===== src/rtl/fadd_pipe.sv =====
// Three-stage pipelined floating-point adder/subtractor with valid/ready flow control.
// Stages: S1 decode/swap/align, S2 significand add/subtract, S3 normalise/pack (drives out_*).
module fadd_pipe #(
  parameter int unsigned EXP_W = 8,
  parameter int unsigned M_W   = 7,
  parameter int unsigned TAG_W = 4,
  localparam int unsigned BIT_W = 1 + EXP_W + M_W
) (
  input  logic             clk,
  input  logic             rst_n,
  input  logic             in_valid,
  output logic             in_ready,
  input  logic [BIT_W-1:0] in_a,
  input  logic [BIT_W-1:0] in_b,
  input  logic             in_sub,
  input  logic [TAG_W-1:0] in_tag,
  output logic             out_valid,
  input  logic             out_ready,
  output logic [BIT_W-1:0] out_result,
  output logic [2:0]       out_exc,
  output logic [TAG_W-1:0] out_tag
);

  localparam int unsigned SIG_W  = M_W + 3;
  localparam int unsigned SUM_W  = M_W + 4;
  localparam int unsigned LZ_W   = $clog2(SIG_W + 1);
  localparam int unsigned EXP_SW = EXP_W + 2;
  localparam int          EXP_MAX = 2 ** EXP_W - 1;
  localparam logic [EXP_W-1:0] EXP_ONES = '1;
  localparam logic [BIT_W-1:0] QNAN = {1'b0, EXP_ONES, 1'b1, {(M_W - 1){1'b0}}};

  // Flow control: a stage loads when empty or when its content moves on
  logic v1, v2;
  logic ready1, ready2, ready3;

  assign ready3   = !out_valid || out_ready;
  assign ready2   = !v2 || ready3;
  assign ready1   = !v1 || ready2;
  assign in_ready = rst_n && ready1;

  // S1: decode, flush denormals, order by magnitude, align the smaller operand
  logic             a_sign, b_sign;
  logic [EXP_W-1:0] a_exp, b_exp, l_exp, s_exp, d;
  logic [M_W-1:0]   a_man, b_man, l_man, s_man;
  logic             a_nan, b_nan, a_inf, b_inf, a_zero, b_zero;
  logic             l_sign, s_sign, l_zero, s_zero, swap;
  logic [EXP_W+M_W-1:0] a_mag, b_mag;
  logic [SIG_W-1:0] l_sig, s_sig, s_al;
  logic             spc;
  logic [BIT_W-1:0] spc_res;
  logic [2:0]       spc_exc;

  assign a_sign = in_a[BIT_W-1];
  assign b_sign = in_b[BIT_W-1] ^ in_sub;
  assign a_exp  = in_a[BIT_W-2:M_W];
  assign b_exp  = in_b[BIT_W-2:M_W];
  assign a_man  = in_a[M_W-1:0];
  assign b_man  = in_b[M_W-1:0];

  always_comb begin
    a_nan  = (a_exp == EXP_ONES) && (a_man != '0);
    b_nan  = (b_exp == EXP_ONES) && (b_man != '0);
    a_inf  = (a_exp == EXP_ONES) && (a_man == '0);
    b_inf  = (b_exp == EXP_ONES) && (b_man == '0);
    a_zero = (a_exp == '0);
    b_zero = (b_exp == '0);
    a_mag  = a_zero ? '0 : in_a[BIT_W-2:0];
    b_mag  = b_zero ? '0 : in_b[BIT_W-2:0];
    swap   = b_mag > a_mag;
    l_sign = swap ? b_sign : a_sign;
    s_sign = swap ? a_sign : b_sign;
    l_exp  = swap ? b_exp  : a_exp;
    s_exp  = swap ? a_exp  : b_exp;
    l_man  = swap ? b_man  : a_man;
    s_man  = swap ? a_man  : b_man;
    l_zero = swap ? b_zero : a_zero;
    s_zero = swap ? a_zero : b_zero;
    l_sig  = l_zero ? '0 : {1'b1, l_man, 2'b00};
    s_sig  = s_zero ? '0 : {1'b1, s_man, 2'b00};
    d      = l_exp - s_exp;
    s_al   = (d >= EXP_W'(SIG_W)) ? '0 : (s_sig >> d);
    spc     = 1'b0;
    spc_res = '0;
    spc_exc = '0;
    if (a_nan || b_nan) begin
      spc = 1'b1; spc_res = QNAN; spc_exc = 3'b100;
    end else if (a_inf && b_inf) begin
      spc = 1'b1;
      if (a_sign != b_sign) begin
        spc_res = QNAN; spc_exc = 3'b100;
      end else begin
        spc_res = {a_sign, EXP_ONES, {M_W{1'b0}}};
      end
    end else if (a_inf) begin
      spc = 1'b1; spc_res = {a_sign, EXP_ONES, {M_W{1'b0}}};
    end else if (b_inf) begin
      spc = 1'b1; spc_res = {b_sign, EXP_ONES, {M_W{1'b0}}};
    end
  end

  logic             s1_sign, s1_sub, s1_spc;
  logic [EXP_W-1:0] s1_exp;
  logic [SIG_W-1:0] s1_sig_l, s1_sig_s;
  logic [BIT_W-1:0] s1_spc_res;
  logic [2:0]       s1_spc_exc;
  logic [TAG_W-1:0] s1_tag;

  // S2: magnitude add or subtract; larger operand first so no borrow out
  logic [SUM_W-1:0] sum;
  always_comb begin
    if (s1_sub) sum = {1'b0, s1_sig_l} - {1'b0, s1_sig_s};
    else        sum = {1'b0, s1_sig_l} + {1'b0, s1_sig_s};
  end

  logic             s2_sign, s2_spc;
  logic [EXP_W-1:0] s2_exp;
  logic [SUM_W-1:0] s2_sum;
  logic [BIT_W-1:0] s2_spc_res;
  logic [2:0]       s2_spc_exc;
  logic [TAG_W-1:0] s2_tag;

  // S3: renormalise, truncate guard bits, range-check the exponent
  logic [LZ_W-1:0]          lz;
  logic signed [EXP_SW-1:0] exp_n;
  logic [M_W-1:0]           man;
  logic [BIT_W-1:0]         res;
  logic [2:0]               exc;

  always_comb begin
    lz = '0;
    for (int i = 0; i < SIG_W; i++) begin
      if (s2_sum[i]) lz = LZ_W'(SIG_W - 1 - i);
    end
    if (s2_sum[SUM_W-1]) begin
      man   = M_W'(s2_sum >> 3);
      exp_n = EXP_SW'(s2_exp) + EXP_SW'(1);
    end else begin
      man   = M_W'((s2_sum[SIG_W-1:0] << lz) >> 2);
      exp_n = EXP_SW'(s2_exp) - EXP_SW'(lz);
    end
    res = '0;
    exc = '0;
    if (s2_spc) begin
      res = s2_spc_res;
      exc = s2_spc_exc;
    end else if (s2_sum == '0) begin
      res = '0;
    end else if (exp_n <= EXP_SW'(0)) begin
      res = {s2_sign, {(BIT_W - 1){1'b0}}};
      exc = 3'b001;
    end else if (exp_n >= EXP_SW'(EXP_MAX)) begin
      res = {s2_sign, EXP_ONES, {M_W{1'b0}}};
      exc = 3'b010;
    end else begin
      res = {s2_sign, exp_n[EXP_W-1:0], man};
    end
  end

  // Pipeline registers; data only moves with a valid beat
  always_ff @(posedge clk) begin
    if (!rst_n) begin
      v1         <= 1'b0;
      v2         <= 1'b0;
      out_valid  <= 1'b0;
      out_result <= '0;
      out_exc    <= '0;
      out_tag    <= '0;
    end else begin
      if (ready1) begin
        v1 <= in_valid;
        if (in_valid) begin
          s1_sign    <= l_sign;
          s1_sub     <= l_sign ^ s_sign;
          s1_exp     <= l_exp;
          s1_sig_l   <= l_sig;
          s1_sig_s   <= s_al;
          s1_spc     <= spc;
          s1_spc_res <= spc_res;
          s1_spc_exc <= spc_exc;
          s1_tag     <= in_tag;
        end
      end
      if (ready2) begin
        v2 <= v1;
        if (v1) begin
          s2_sign    <= s1_sign;
          s2_exp     <= s1_exp;
          s2_sum     <= sum;
          s2_spc     <= s1_spc;
          s2_spc_res <= s1_spc_res;
          s2_spc_exc <= s1_spc_exc;
          s2_tag     <= s1_tag;
        end
      end
      if (ready3) begin
        out_valid <= v2;
        if (v2) begin
          out_result <= res;
          out_exc    <= exc;
          out_tag    <= s2_tag;
        end
      end
    end
  end

endmodule


===== config.mk =====
export PLATFORM = sky130hd
export DESIGN_NAME = fadd_pipe
export DESIGN_NICKNAME = d
export VERILOG_FILES = /design/src/rtl/fadd_pipe.sv
export SDC_FILE = /design/constraint.sdc
export NUM_CORES = 1
export LEC_CHECK = 0
export CAP_MARGIN = 30
export CORE_MARGIN = 2
export CORE_UTILIZATION = 41
export DETAILED_ROUTE_END_ITERATION = 16
export GPL_ROUTABILITY_DRIVEN = 0
export PLACE_DENSITY = 0.72
export SETUP_SLACK_MARGIN = 0.2
export SYNTH_ARGS = -nofsm -noshare
export SYNTH_HDL_FRONTEND = slang
export SYNTH_SLANG_ARGS = --single-unit

===== constraint.sdc =====
create_clock -name clk -period 5.15 [get_ports clk]
set_clock_uncertainty 0.1 [all_clocks]
set_input_delay 0.515 -clock clk [delete_from_list [all_inputs] [get_ports clk]]
set_output_delay 0.515 -clock clk [all_outputs]
set_load 0.05 [all_outputs]

==> summary.md <==
| Metric | Value |
|---|---|
| Status | completed |
| EDFF count, synth | a little over 60 |
| CP cell instances | dlygate4sd2_1, nor4_2, nand3_1, buf_6, and2_1, ha_1, nand4_1, or4b_4, o211a_4, nor2_4, mux2i_2, buf_4, buf_4, buf_4, o2111a_1, o41ai_1, a221oi_2, xnor2_2, buf_4, nor4_1 |
| Sequential cell area | 0.002382 mm^2 |
| RSZ-0062 raised after global routing | false |
| Adder-Cell Fraction of Synth Area | 0.07104 |
| Worst slew pin tran | ~0.90 ns |
| Placed Cells | 966 |
| Clock Latency Late Sink | 0.34 ns |
| Slowest cell delay on critical path | ~0.55 ns |
| R2r worst-path depth | 13 |
| Iter 0 DRT Violations | between 500 and 600 |
| Die area | around 0.016 mm^2 |
| Static Leak | approximately 0.003 uW |
| Average size of a mapped cell | roughly 8.9 um^2 |
| Total GRT Usage | 0.1819 |
| Max Freq | 213.1 MHz |
| Critical path's slowest cell | or4b_4 |
| Wirelength per Cell | between 10 and 15 um |
| Die Wd | about 130 um |
| Max_cap viols | 0 |
| Power per cell area | ~270 mW/mm^2 |
| Worst hold path type | flip-flop to flip-flop |
| Core Area | ~0.015 mm^2 |
| Final Max Slew Viols | 0 |
| Initial Utilization | 0.4147 |
| Critical path launch point type | primary input |
| Aggregate routed wire length | approximately 14 mm |
| Prevailing post-synth register cell | edfxtp_1 |
| Synth Area in XOR/XNOR | 0.04877 |
| Yosys cell types | 71 |
| Fin. Hold Viols | 0 |
| Initial antenna violation count | 0 |
| Post-Layout Cell Count | 986 |
| Post-synthesis sequential area ratio | 0.3821 |
| Cell Rows | 45 |
| Most common cell on crit path | buf_4 |
| Flop-to-flop setup slack | about 0.8 ns |
| Top-count cell post-synth | nand2_1 |
| Clock transition at path regs | approximately 0.06 ns |
| Crit Path Class | primary input to flip-flop |
| Crit path max fanout | 8 |
| Nets | around 870 |
| Post-Synth Simple-Gate Area | 0.2179 |
| Fin crit period | between 4 and 5 ns |
| Remaining DRCs | 0 |
| PortBufs | 65 |
| # clock sinks | 88 |
| First-pass GRT wire length | around 24 mm |
| CP startpoint | in_b[9] |
| Clk buf depth | 2 |
| Hold-fix buffers at CTS | 0 |
| Worst slack at placement | -0.4726 ns |
| Depth of the CTS H-tree | 3 |
| Vias | approximately 5.4k |
| Asr flop ratio synth | 0 |
| Setup-violating endpoint count in the final report | 0 |
| Mapped Cells | around 700 |
| Worst relative slew slack | 0.4014 |
| Synth top area cells | edfxtp_1, dfxtp_1, ha_1 |
| Mux cell area share after synthesis | 0.05639 |
| Pre-antenna DRT Iters | 5 |
| Crit path capture type | flip-flop |
| Synth Warn # | 0 |
| CTS root buf | clkbuf_16 |
| FF+latch count, synth | 88 |
| Yosys top cell area share | 0.2986 |
| Post-synthesis compound-gate area fraction | 0.1810 |
| Peak VDD IR | about 0.13 mV |
| R2r endpoint | out_result[6]$_SDFFE_PN0P_ |
| Antenna Violating Nets Remaining | 0 |
| Multi-input gate area | about 0.0037 mm^2 |
| Synth-to-Final Area Change | 25.11% |
| Worst EP required | around 5.2 ns |
| Final worst-path setup slack | approximately 0.46 ns |
| Num CTS Buffers | 9 |
| Crit path to | s1_sig_s[9]$_SDFFCE_PP0P_ |
| Mapped cell area | roughly 0.0062 mm^2 |
| Post-DP HPWL | 10.99 mm |
| List of most frequent post-synthesis cells | nand2_1, edfxtp_1, a21oi_1 |
| Global route total overflow | 0 |
| Vias in the first global route | ~5k |
| Reg-to-Reg Start | s2_sum[9]$_DFFE_PP_ |
| Vias per Instance | 5.473 |
| Antenna Cells | 0 |
| Syn nets | just under 800 |
| Period Utilization, post-route | 0.9112 |
| Fraction of layout cells with a size suffix above 1 | 0.1328 |
| Largest family of logic cells by synthesized area | simple AND/OR/NAND/NOR gates |
| Worst EP arrival | 4.74 ns |
| Leading area contributor after synthesis | edfxtp_1 |
| Largest net degree at the start of global routing | 36 |
| Num ports | between 60 and 70 |
| Chip height | between 100 and 150 um |
| TritonCTS clock tree | built |
| Fill count | roughly 1.4k |
## layout make-up
| class | count | area share |
|---|---|---|
| Sequential cell | 88 | 0.3054 |
| Clock inverter | 6 | 0.01075 |
| Clock buffer | 10 | 0.02936 |
| Inverter | 30 | 0.01444 |
| Timing Repair Buffer | 119 | 0.1388 |
| Tap cell | 188 | 0.03016 |
| Multi-Input combinational cell | 545 | 0.4711 |
## sequential cells by signal, indices dropped and copies added (netlist names), 4 cells and up
signal	cells
out_result	16
s2_sum	11
s2_exp	8
s2_tag	4
s1_exp	8
out_tag	4
s1_tag	4
s1_sig_l	8
s1_sig_s	10
## layout by cell type, fill, tap and decap left out, types with 9 or more instances in the layout
cell type,count
nor3_1,19
nand3_1,16
buf_4,51
nor4_1,13
edfxtp_1,62
dfxtp_1,26
a211oi_1,10
ha_1,32
inv_1,29
nand2_1,94
nor2b_1,23
and2_1,10
mux2i_1,24
o21ai_0,42
a21oi_1,54
clkbuf_16,9
clkdlybuf4s50_1,61
xnor2_1,25
nor2_1,42
## cells by family after synthesis
family          count (synthesis)
fa+ha+maj                      35
simple gates                  268
compound gates                177
flops                          88
mux                            32
xor+xnor                       33
buf+inv                        69
## critical path, delay by kind of cell
kind | cells | cell delay [ns]
adders and majority gates | 1 | 0.29
xor gates and xnor gates | 1 | 0.17
muxes | 1 | 0.08
buffers and inverters | 6 | 0.98
AOI/OAI and AO/OA | 4 | 1.01
and+or+nand+nor | 7 | 1.67
## through the flow
stage | TNS [ns] | power [uW] | utilization | hold WS, ns | cell area (um^2)
final | 0 | 2135 | 0.5189 | 0.3159 | 7800
after global routing | 0 | 2250 | 0.5189 | 0.3265 | 7800
after CTS | 0 | 2122 | 0.5135 | 0.3181 | 7720
after detailed placement | -3.694 | 1436 | 0.4897 | 0.3045 | 7362
after global placement | -2.911 | 1425 | 0.4890 | 0.3014 | 7351
after floorplan | 0 | 1247 | - | 0.3003 | 6235
## report_power, final
part | leakage, uW | internal, uW | switching [uW]
Sequential | 0.000764 | 811 | 26.1
Combinational | 0.00210 | 283 | 333
Clock | 0.000148 | 422 | 260
Total | 0.00301 | 1520 | 619
## what timing repair did
item | 4_1_cts | 5_1_grt
endpoints found under the setup margin | 8 | 9
endpoints found under the hold margin | 0 | 0
setup buffers | 3 | 1
resized for setup | 6 | 14
pin swaps | 5 | 13
## routing by layer
layer,part of all wire,wire length [um],up-vias,global-route usage
met5,0,0,-,0
met4,0.015,217,0,0.05495
met3,0.042,597,16,0.02889
met2,0.47,6691,147,0.3020
met1,0.47,6787,2464,0.2455
li1,-,-,2769,-
## how the worst min path moves through the flow
stage / from / endpoint / slack (ns) / cells after the start
floorplan: s1_exp[0]$_DFFE_PP_ / s2_exp[0]$_DFFE_PP_ / 0.30 / 0
global placement: s1_spc_res[14]$_SDFFCE_PP1P_ / s2_spc_res[14]$_DFFE_PP_ / 0.30 / 0
detailed placement: s1_exp[1]$_DFFE_PP_ / s2_exp[1]$_DFFE_PP_ / 0.30 / 0
CTS: s1_sign$_DFFE_PP_ / s2_sign$_DFFE_PP_ / 0.32 / 0
global route: s1_tag[2]$_DFFE_PP_ / s2_tag[2]$_DFFE_PP_ / 0.33 / 0
finish: s1_exp[0]$_DFFE_PP_ / s2_exp[0]$_DFFE_PP_ / 0.32 / 0
Power figures use the tool's default switching activity.
